`config.mk`:
```
export PLATFORM = sky130hd
export DESIGN_NAME = systolic_feed_ctrl_2x2
export DESIGN_NICKNAME = d
export VERILOG_FILES = /design/src/rtl/systolic_feed_ctrl_2x2.sv
export SDC_FILE = /design/constraint.sdc
export NUM_CORES = 1
export LEC_CHECK = 0
export ABC_CLOCK_PERIOD_IN_PS = 18200
export CAP_MARGIN = 25
export CORE_AREA = 4 4 252 254
export DETAILED_ROUTE_END_ITERATION = 8
export DIE_AREA = 0 0 256 258
export DONT_BUFFER_PORTS = 1
export GPL_TIMING_DRIVEN = 0
export PLACE_DENSITY = 0.6
export SLEW_MARGIN = 20
export SYNTH_ARGS = -nofsm -noshare
export SYNTH_HDL_FRONTEND = slang
export SYNTH_SLANG_ARGS = --single-unit
```
`constraint.sdc`:
```
create_clock -name clk -period 18.2 [get_ports clk]
set_input_delay 0 -clock clk [delete_from_list [all_inputs] [get_ports clk]]
set_output_delay 0 -clock clk [all_outputs]
set_load 0.005 [all_outputs]
```
`src/rtl/systolic_feed_ctrl_2x2.sv`:
```
// systolic_feed_ctrl_2x2
//   Drive-side controller for a 2x2 systolic array. It accepts an operand pair
//   (A, B) of 2x2 FP32 matrices, pulses the array clear, streams the diagonally
//   skewed row/column beats, waits for the array pipeline to settle, then
//   captures the four array outputs and offers C = A*B to the consumer.
//   Element values are carried as opaque bit patterns and never interpreted.
//
// Ports
//   clk, reset          rising-edge clock, asynchronous active-high reset
//   in_valid/in_ready   operand handshake (in_ready high only while idle)
//   a_mat, b_mat        {x00,x01,x10,x11}, x00 in the MSBs
//   arr_clr             one-cycle clear pulse to the array
//   W0, W1              row inputs to the array
//   N0, N1              column inputs to the array
//   out0_0..out1_1      array result outputs
//   res_valid/res_ready result handshake
//   c_mat               {c00,c01,c10,c11}, c00 in the MSBs
//   busy                high whenever a transaction is in flight

`timescale 1ns/1ps

module systolic_feed_ctrl_2x2 #(
    parameter int DATA_W       = 32,
    parameter int DRAIN_CYCLES = 12
) (
    input  logic                clk,
    input  logic                reset,
    input  logic                in_valid,
    output logic                in_ready,
    input  logic [4*DATA_W-1:0] a_mat,
    input  logic [4*DATA_W-1:0] b_mat,
    output logic                arr_clr,
    output logic [DATA_W-1:0]   W0,
    output logic [DATA_W-1:0]   W1,
    output logic [DATA_W-1:0]   N0,
    output logic [DATA_W-1:0]   N1,
    input  logic [DATA_W-1:0]   out0_0,
    input  logic [DATA_W-1:0]   out0_1,
    input  logic [DATA_W-1:0]   out1_0,
    input  logic [DATA_W-1:0]   out1_1,
    output logic                res_valid,
    input  logic                res_ready,
    output logic [4*DATA_W-1:0] c_mat,
    output logic                busy
);

    // The drain counter runs 0..DRAIN_CYCLES; the final count is the capture cycle.
    localparam int               CNT_W      = (DRAIN_CYCLES < 1) ? 1 : $clog2(DRAIN_CYCLES + 1);
    localparam logic [CNT_W-1:0] DRAIN_LAST = CNT_W'(DRAIN_CYCLES);

    typedef enum logic [2:0] {
        S_IDLE,
        S_CLEAR,
        S_FEED,
        S_DRAIN,
        S_HOLD
    } state_t;

    state_t                r_state;
    logic [4*DATA_W-1:0]   r_aMat;
    logic [4*DATA_W-1:0]   r_bMat;
    logic [1:0]            r_beat;
    logic [CNT_W-1:0]      r_drainCnt;
    logic                  r_inReady;
    logic                  r_arrClr;
    logic [DATA_W-1:0]     r_w0;
    logic [DATA_W-1:0]     r_w1;
    logic [DATA_W-1:0]     r_n0;
    logic [DATA_W-1:0]     r_n1;
    logic                  r_resValid;
    logic [4*DATA_W-1:0]   r_cMat;
    logic                  r_busy;

    logic [DATA_W-1:0]     w_a00, w_a01, w_a10, w_a11;
    logic [DATA_W-1:0]     w_b00, w_b01, w_b10, w_b11;

    assign w_a00 = r_aMat[4*DATA_W-1 -: DATA_W];
    assign w_a01 = r_aMat[3*DATA_W-1 -: DATA_W];
    assign w_a10 = r_aMat[2*DATA_W-1 -: DATA_W];
    assign w_a11 = r_aMat[DATA_W-1:0];
    assign w_b00 = r_bMat[4*DATA_W-1 -: DATA_W];
    assign w_b01 = r_bMat[3*DATA_W-1 -: DATA_W];
    assign w_b10 = r_bMat[2*DATA_W-1 -: DATA_W];
    assign w_b11 = r_bMat[DATA_W-1:0];

    assign in_ready  = r_inReady;
    assign arr_clr   = r_arrClr;
    assign W0        = r_w0;
    assign W1        = r_w1;
    assign N0        = r_n0;
    assign N1        = r_n1;
    assign res_valid = r_resValid;
    assign c_mat     = r_cMat;
    assign busy      = r_busy;

    // Single FSM with every output registered. Each state computes the values the
    // outputs must carry during the *next* cycle, so the beat table appears on the
    // array ports one clock per beat with no combinational path from the inputs.
    always_ff @(posedge clk or posedge reset) begin
        if (reset) begin
            r_state    <= S_IDLE;
            r_aMat     <= '0;
            r_bMat     <= '0;
            r_beat     <= 2'd0;
            r_drainCnt <= '0;
            r_inReady  <= 1'b1;
            r_arrClr   <= 1'b0;
            r_w0       <= '0;
            r_w1       <= '0;
            r_n0       <= '0;
            r_n1       <= '0;
            r_resValid <= 1'b0;
            r_cMat     <= '0;
            r_busy     <= 1'b0;
        end else begin
            case (r_state)
                S_IDLE: begin
                    if (in_valid && r_inReady) begin
                        r_aMat    <= a_mat;
                        r_bMat    <= b_mat;
                        r_inReady <= 1'b0;
                        r_busy    <= 1'b1;
                        r_arrClr  <= 1'b1;
                        r_state   <= S_CLEAR;
                    end
                end

                S_CLEAR: begin
                    // Beat 0: only the corner PE receives data.
                    r_arrClr <= 1'b0;
                    r_w0     <= w_a00;
                    r_w1     <= '0;
                    r_n0     <= w_b00;
                    r_n1     <= '0;
                    r_beat   <= 2'd0;
                    r_state  <= S_FEED;
                end

                S_FEED: begin
                    // r_beat names the beat currently on the outputs.
                    case (r_beat)
                        2'd0: begin
                            r_w0   <= w_a01;
                            r_w1   <= w_a10;
                            r_n0   <= w_b10;
                            r_n1   <= w_b01;
                            r_beat <= 2'd1;
                        end
                        2'd1: begin
                            r_w0   <= '0;
                            r_w1   <= w_a11;
                            r_n0   <= '0;
                            r_n1   <= w_b11;
                            r_beat <= 2'd2;
                        end
                        default: begin
                            r_w0       <= '0;
                            r_w1       <= '0;
                            r_n0       <= '0;
                            r_n1       <= '0;
                            r_beat     <= 2'd0;
                            r_drainCnt <= '0;
                            r_state    <= S_DRAIN;
                        end
                    endcase
                end

                S_DRAIN: begin
                    // DRAIN_CYCLES settle cycles followed by the capture cycle.
                    if (r_drainCnt == DRAIN_LAST) begin
                        r_cMat     <= {out0_0, out0_1, out1_0, out1_1};
                        r_resValid <= 1'b1;
                        r_state    <= S_HOLD;
                    end else begin
                        r_drainCnt <= r_drainCnt + 1'b1;
                    end
                end

                S_HOLD: begin
                    if (res_ready) begin
                        r_resValid <= 1'b0;
                        r_inReady  <= 1'b1;
                        r_busy     <= 1'b0;
                        r_state    <= S_IDLE;
                    end
                end

                default: begin
                    r_state    <= S_IDLE;
                    r_inReady  <= 1'b1;
                    r_arrClr   <= 1'b0;
                    r_resValid <= 1'b0;
                    r_busy     <= 1'b0;
                end
            endcase
        end
    end

endmodule
```
==> impl_metrics.tcl, run 1 <==
set metrics [dict create \
    outcome "completed" \
    ys_seq_elements 525 \
    avgRoutedWirePerCell_um 25.43 \
    dp_hpwl_mm 48.72 \
    port_buffers 0 \
    area_delta_synth_final_pct 33.12 \
    layout_commonest_cell "dfrtp_1" \
    timing.hold.ws_ps 72.25 \
    hold_class "primary input to register" \
    crit_fanout 10 \
    grt_pass1_wl_mm 101.9 \
    vias 13720 \
    max-slew-margin-rel_pct 35.49 \
    die_w_um 256 \
    synthTopCellsByArea "dfrtp_1 (63%), mux2_1 (18%), mux2i_1 (6.1%)" \
    nNetsFinal 2223 \
    fillCellCount 5339 \
    power.density_nw_per_um2 155.0 \
    dp_cells 2176 \
    cp_common_cell "clkbuf_1" \
    critical_path_depth 5 \
    seqCellArea_sq_um 13140 \
    antenna_found_initial 6 \
    ir_worst_vdd_uv 84.19 \
    row_count 91 \
    hold_path_startpoint "a_mat[3]" \
    core_area_sq_um 61260 \
    ioPinCount 648 \
    synth_cell_types 36 \
    finalHoldViolCount 0 \
    critPathKind "register to register" \
    netlist_instances 1381 \
    multiInputGateArea_sq_um 7067 \
    crit_path_end_kind "register" \
    yosysTopAreaCell "dfrtp_1" \
    syn-num-nets 1771 \
    finalWeightedCongestion 0.8673 \
    synth_warnings 0 \
    final_cell_mix "dfrtp_1 (524), dlygate4sd3_1 (387), mux2_1 (327), mux2i_1 (128), inv_1 (66)" \
    drive_gt1_share_pct 11.71 \
    setup_viol 0 \
    finClkSkew_ps 18.95 \
    layout.cells.non_filler 2671 \
    rsz0062_at_grt "no" \
    dieArea_sq_um 66050 \
    finalWorstPathRequiredPeriod_ps 2645 \
    routed_wl_mm 67.94 \
    ant_nets 0 \
    cts-root-buf "clkbuf_16" \
    cts_made_buffers 57 \
    cts.sinks 525 \
    grt_start_max_net_pins 102 \
    critPathLaunch "r_state[2]$_DFFE_PP0P_" \
    start_kind "register" \
    post_cts_buffers 0 \
    fmax_ghz 0.3781 \
    drt-initial-drc-count 645 \
    cts_buffer_depth 3 \
    r2r_start "r_state[2]$_DFFE_PP0P_" \
    cts_tree "yes" \
    yosysSeqAreaShare_pct 62.65 \
    min_delay_path_depth 2 \
    critical_path.max_stage_delay_ps 710 \
    dieHeight_um 258 \
    path_cells "clkbuf_1 > or3_1 > clkbuf_1 > clkbuf_1 > o2bb2ai_1" \
    crit_arrival_ps 3090 \
    clk_pin_slew_ps 60 \
    grt_pass1_vias 15190 \
    drt_first_pass_iters 5 \
    viasPerCell 5.137 \
    post-route-period-util_pct 14.53 \
    start_util_pct 34.24 \
    synth.avg_cell_area_sq_um 15.19 \
    p_leak_uw 0.01255 \
    cpLargestDelayFamily "buffers and inverters" \
    drc 0 \
    syn-cell-area_sq_um 20970 \
    insertion_delay_ps 600 \
    crit_buf_inv 3 \
    track_usage_pct 20.05 \
    synth_top_cell_area_share_pct 62.53 \
    final-max-slew-violation-count 0 \
    cap_viol_max_count 0 \
    cp_slowest_cell "clkbuf_1" \
    cts_max_level 2 \
    reg2reg_depth 5 \
    cp_data_required_time_ps 18640 \
    overflow 0 \
    tightest_slew_ps 967.6 \
]
[timing repair]
item,4_1_cts,5_1_grt
resized for setup,0,0
hold endpoints to repair,733,0
endpoints found under the setup margin,0,0
hold buffers,388,0
[kinds of logic (layout without fill, tap and decap cells)]
| kind of cell | count (synthesis) | in the layout | synth area share [%] |
|---|---|---|---|
| buffers and inverters | 162 | 660 | 3.651 |
| AO/OA/AOI/OAI | 148 | 148 | 5.972 |
| AND/OR/NAND/NOR | 31 | 31 | 0.8234 |
| other | 0 | 2 | 0 |
| multiplexers | 513 | 513 | 26.78 |
| adder cells (fa/ha/maj) | 2 | 2 | 0.1193 |
| flip-flops | 525 | 525 | 62.65 |
[final cells by class]
cell class	instances	area share, %
well taps	790	3.541
clock inverters	23	0.7619
flip-flops and latches	525	47.06
multi-input cells	694	25.31
repair buffers	393	14.47
diodes	2	0.01793
inverters	67	0.9277
clock buffers	82	6.064
plain buffers	95	1.842
[where the power goes]
group / switching (uW) / internal (uW)
Combinational: 583 / 521
Clock: 483 / 688
Sequential: 409 / 1640
[metrics by stage]
step	instance area [sq um]	setup slack (ps)	TNS [ps]	power, uW	util (%)
floorplan	20970	3533	0	2653	-
CTS	27910	15470	0	4352	45.57
global placement	21960	-1664	-837350	3043	35.85
finish	27920	15560	0	4327	45.57
global route	27910	15350	0	4565	45.57
detailed placement	22110	15490	0	3094	36.09
[metal layers]
layer | global-route usage (%) | routed length, um | vias to the layer above
met3 | 5.305 | 4129 | 108
met2 | 33.66 | 33300 | 439
met1 | 26.05 | 28920 | 7238
li1 | - | - | 5930
met5 | 0 | 34 | -
met4 | 4.998 | 1549 | 6
[cell usage after synthesis]
cell type,n
nor4b_2,1
buf_4,34
nor4_1,1
clkbuf_1,25
nand2_1,5
mux2i_1,128
inv_1,67
a311oi_1,1
nor2b_1,2
or3_1,1
a21o_1,3
dfrtp_1,524
o2bb2ai_1,64
o21ai_0,5
buf_2,24
mux2_1,327
o31ai_1,1
nand2b_1,3
nand3_1,6
nand4_1,2
ha_1,2
o22a_1,1
a22o_1,1
nor2_1,3
and3_1,3
mux2_2,58
a21oi_1,5
nand3b_1,1
nor3_1,3
dfstp_2,1
a21boi_0,1
o21a_1,1
a32o_1,1
buf_1,12
a32oi_1,63
o221ai_1,1
[registers in the layout (all words and copies together), names as in the netlist]
| name | count |
|---|---|
| in_ready | 1 |
| r_bMat | 128 |
| W1 | 32 |
| N1 | 32 |
| r_aMat | 128 |
| N0 | 32 |
| arr_clr | 1 |
| c_mat | 128 |
| res_valid | 1 |
| W0 | 32 |
| r_state | 3 |
| r_beat | 2 |
| r_drainCnt | 4 |
| busy | 1 |
[path summary, 6_finish.rpt]
kind	slack (ps)	end
setup / recovery	15560	W1[24]$_DFFE_PP0P_
hold / removal	70	r_aMat[3]$_DFFE_PP0P_
setup reg to reg	15560	W1[24]$_DFFE_PP0P_
hold reg to reg	480	r_bMat[10]$_DFFE_PP0P_
max in group asynchronous	17100	r_bMat[39]$_DFFE_PP0P_
min in group asynchronous	90	r_aMat[40]$_DFFE_PP0P_
Power figures use the tool's default switching activity.
==> run 2, diff against run 1 <==
ABC_CLOCK_PERIOD_IN_PS = 2200   (was 18200)
PLACE_DENSITY = 0.62   (was 0.6)
clock period = 2.2 ns   (was 18.2 ns; I/O delays follow)
==> run 2 against run 1 <==
Effect of this change: first-iteration DRC count up 6.4%; clock power increased to 8.7 times the previous value; clock skew is 1.9 ps lower; cell area grew 1.9%; critical endpoint is now r_bMat[21]$_DFFE_PP0P_; highest routed layer unchanged.
==> impl_metrics.tcl, run 2 (same netlist as run 1, synthesis figures left out) <==
set metrics [dict create \
    finalWorstPathRequiredPeriod_ps 2123 \
    viasPerCell 5.128 \
    area_delta_synth_final_pct 35.61 \
    grt-busiest-layer "met2" \
    critPathKind "register to register" \
    p_sw_share_pct 33.61 \
    ir_worst_vdd_uv 713.9 \
    setup_viol 0 \
    fin_setup_tns_ps 0 \
    clock_power_share_pct 27.9 \
    cts.sinks 525 \
    track_usage_pct 20.26 \
    grt_pass1_vias 15600 \
    grt_util_met3_pct 5.923 \
    routed_wl_mm 68.27 \
    row_count 91 \
    cp_data_required_time_ps 2670 \
    crit_arrival_ps 2590 \
    cts_made_buffers 58 \
    cts_max_level 2 \
    dieArea_sq_um 66050 \
    grt_start_max_net_pins 36 \
    ioPinCount 648 \
    nNetsFinal 2238 \
    cts_buffer_depth 3 \
    grt_pass1_wl_mm 102.8 \
    rsz0062_at_grt "no" \
    comb_power_share_pct 25.7 \
    dp_hpwl_mm 48.93 \
    pre_cts_slack_ps -629.1 \
    final_cell_mix "dfrtp_1 (524), dlygate4sd3_1 (388), mux2_1 (327), mux2i_1 (128), inv_1 (66)" \
    ant_nets 0 \
    finalHoldViolCount 0 \
    p_leak_uw 0.01279 \
    power.share.sequential_pct 46.4 \
    p_int_uw 24330 \
    clk_pin_slew_ps 60 \
    path_cells "buf_2 > nor2_2 > and3_1 > buf_4 > buf_6 > buf_4 > mux2_1" \
    dieHeight_um 258 \
    r2r_slack_ps 80 \
    tightest_slew_ps 810.7 \
    outcome "completed" \
    drive_gt1_share_pct 13.65 \
    layout_commonest_cell "dfrtp_1" \
    fmax_ghz 0.4710 \
    placed_cell_area_sq_um 22350 \
    core_area_sq_um 61260 \
    critical_path.max_stage_delay_ps 370 \
    drt-initial-drc-count 686 \
    timing.rr.end "r_bMat[21]$_DFFE_PP0P_" \
    cts_tree "yes" \
    antenna_found_initial 3 \
    power.density_nw_per_um2 1289 \
    crit_buf_inv 4 \
    crit_fanout 10 \
    crit_path_end_kind "register" \
    power_switching_uw 12320 \
    cpLargestDelayFamily "buffers and inverters" \
    final_cell_area_sq_um 28440 \
    vias 13790 \
    avgRoutedWirePerCell_um 25.40 \
    die_w_um 256 \
    fin_ws_ps 76.67 \
    grt_use_met1_pct 25.32 \
    met2_usage_pct 34.11 \
    drt_first_pass_iters 5 \
    start_util_pct 34.24 \
    hold_path_end "r_aMat[47]$_DFFE_PP0P_" \
    drc 0 \
    finalWeightedCongestion 0.8733 \
    finClkSkew_ps 17.04 \
    totalPowerFinal_uw 36650 \
    cp_common_cell "buf_4" \
    cap_viol_max_count 0 \
    reg2reg_depth 7 \
    post-route-period-util_pct 96.52 \
    r2r_start "r_state[1]$_DFFE_PP0P_" \
    port_buffers 0 \
    final-max-slew-violation-count 0 \
    cp_slowest_cell "dfrtp_1" \
    max-slew-margin-rel_pct 45.95 \
    start_kind "register" \
    hold_path_startpoint "a_mat[47]" \
    min_delay_path_depth 2 \
    fin_util_pct 46.43 \
    overflow 0 \
    hold_class "primary input to register" \
    insertion_delay_ps 600 \
    cts-root-buf "clkbuf_16" \
]
==> run 2: stage by stage <==
stage / hold slack [ps] / instances
floorplan: 134.7 / 1381
global placement: 135.1 / 2171
CTS: 13.47 / 2688
finish: 67.02 / 2688
detailed placement: 8.717 / 2189
global route: 42.26 / 2688
==> run 2: worst max path at each step <==
stage	end	cells after the start	startpoint	slack (ps)
2_1_floorplan	N0[0]$_DFFE_PP0P_	1	reset	-4930
3_3_place_gp	N0[13]$_DFFE_PP0P_	1	reset	-7590
3_5_place_dp	W1[25]$_DFFE_PP0P_	6	r_state[1]$_DFFE_PP0P_	-630
4_1_cts	N0[12]$_DFFE_PP0P_	5	r_state[0]$_DFFE_PP0P_	-2
5_1_grt	r_aMat[72]$_DFFE_PP0P_	7	r_state[1]$_DFFE_PP0P_	0.4
6_report	r_bMat[21]$_DFFE_PP0P_	7	r_state[1]$_DFFE_PP0P_	80
==> run 2: power by group through the flow <==
| stage | clock network [uW] | registers [uW] | logic, uW |
|---|---|---|---|
| 6_report | 10200 | 17000 | 9420 |
| 5_1_grt | 10900 | 17400 | 10300 |
| 4_1_cts | 10400 | 17000 | 9420 |
| 3_5_place_dp | 0 | 17100 | 8580 |
| 3_3_place_gp | 0 | 17000 | 8160 |
| 2_1_floorplan | 0 | 15500 | 6410 |
==> run 2: timing repair <==
item | in CTS | in global routing
setup buffers | 2 | 0
hold endpoints to repair | 514 | 0
hold buffers | 389 | 0
pin swaps | 1 | 1
gates resized for setup | 40 | 20
endpoints found under the setup margin | 485 | 161
==> run 2: layout make-up <==
type                    count  area (sq um)
clock buffers              86          1720
multi-input cells         694          7108
well taps                 790         988.4
fillers                  5263         32820
plain buffers              93         614.3
inverters                  67         255.2
flip-flops and latches    525         13140
clock inverters            23         302.8
diodes                      1         2.502
repair buffers            409          4309
==> run 2: per-layer routing <==
metal / wire length (um) / share of wire [%] / vias up
met3: 4543 / 6.7 / 143
met5: 22 / 0.032 / -
met4: 2162 / 3.2 / 4
met2: 33700 / 49 / 481
met1: 27850 / 41 / 7194
li1: - / - / 5963
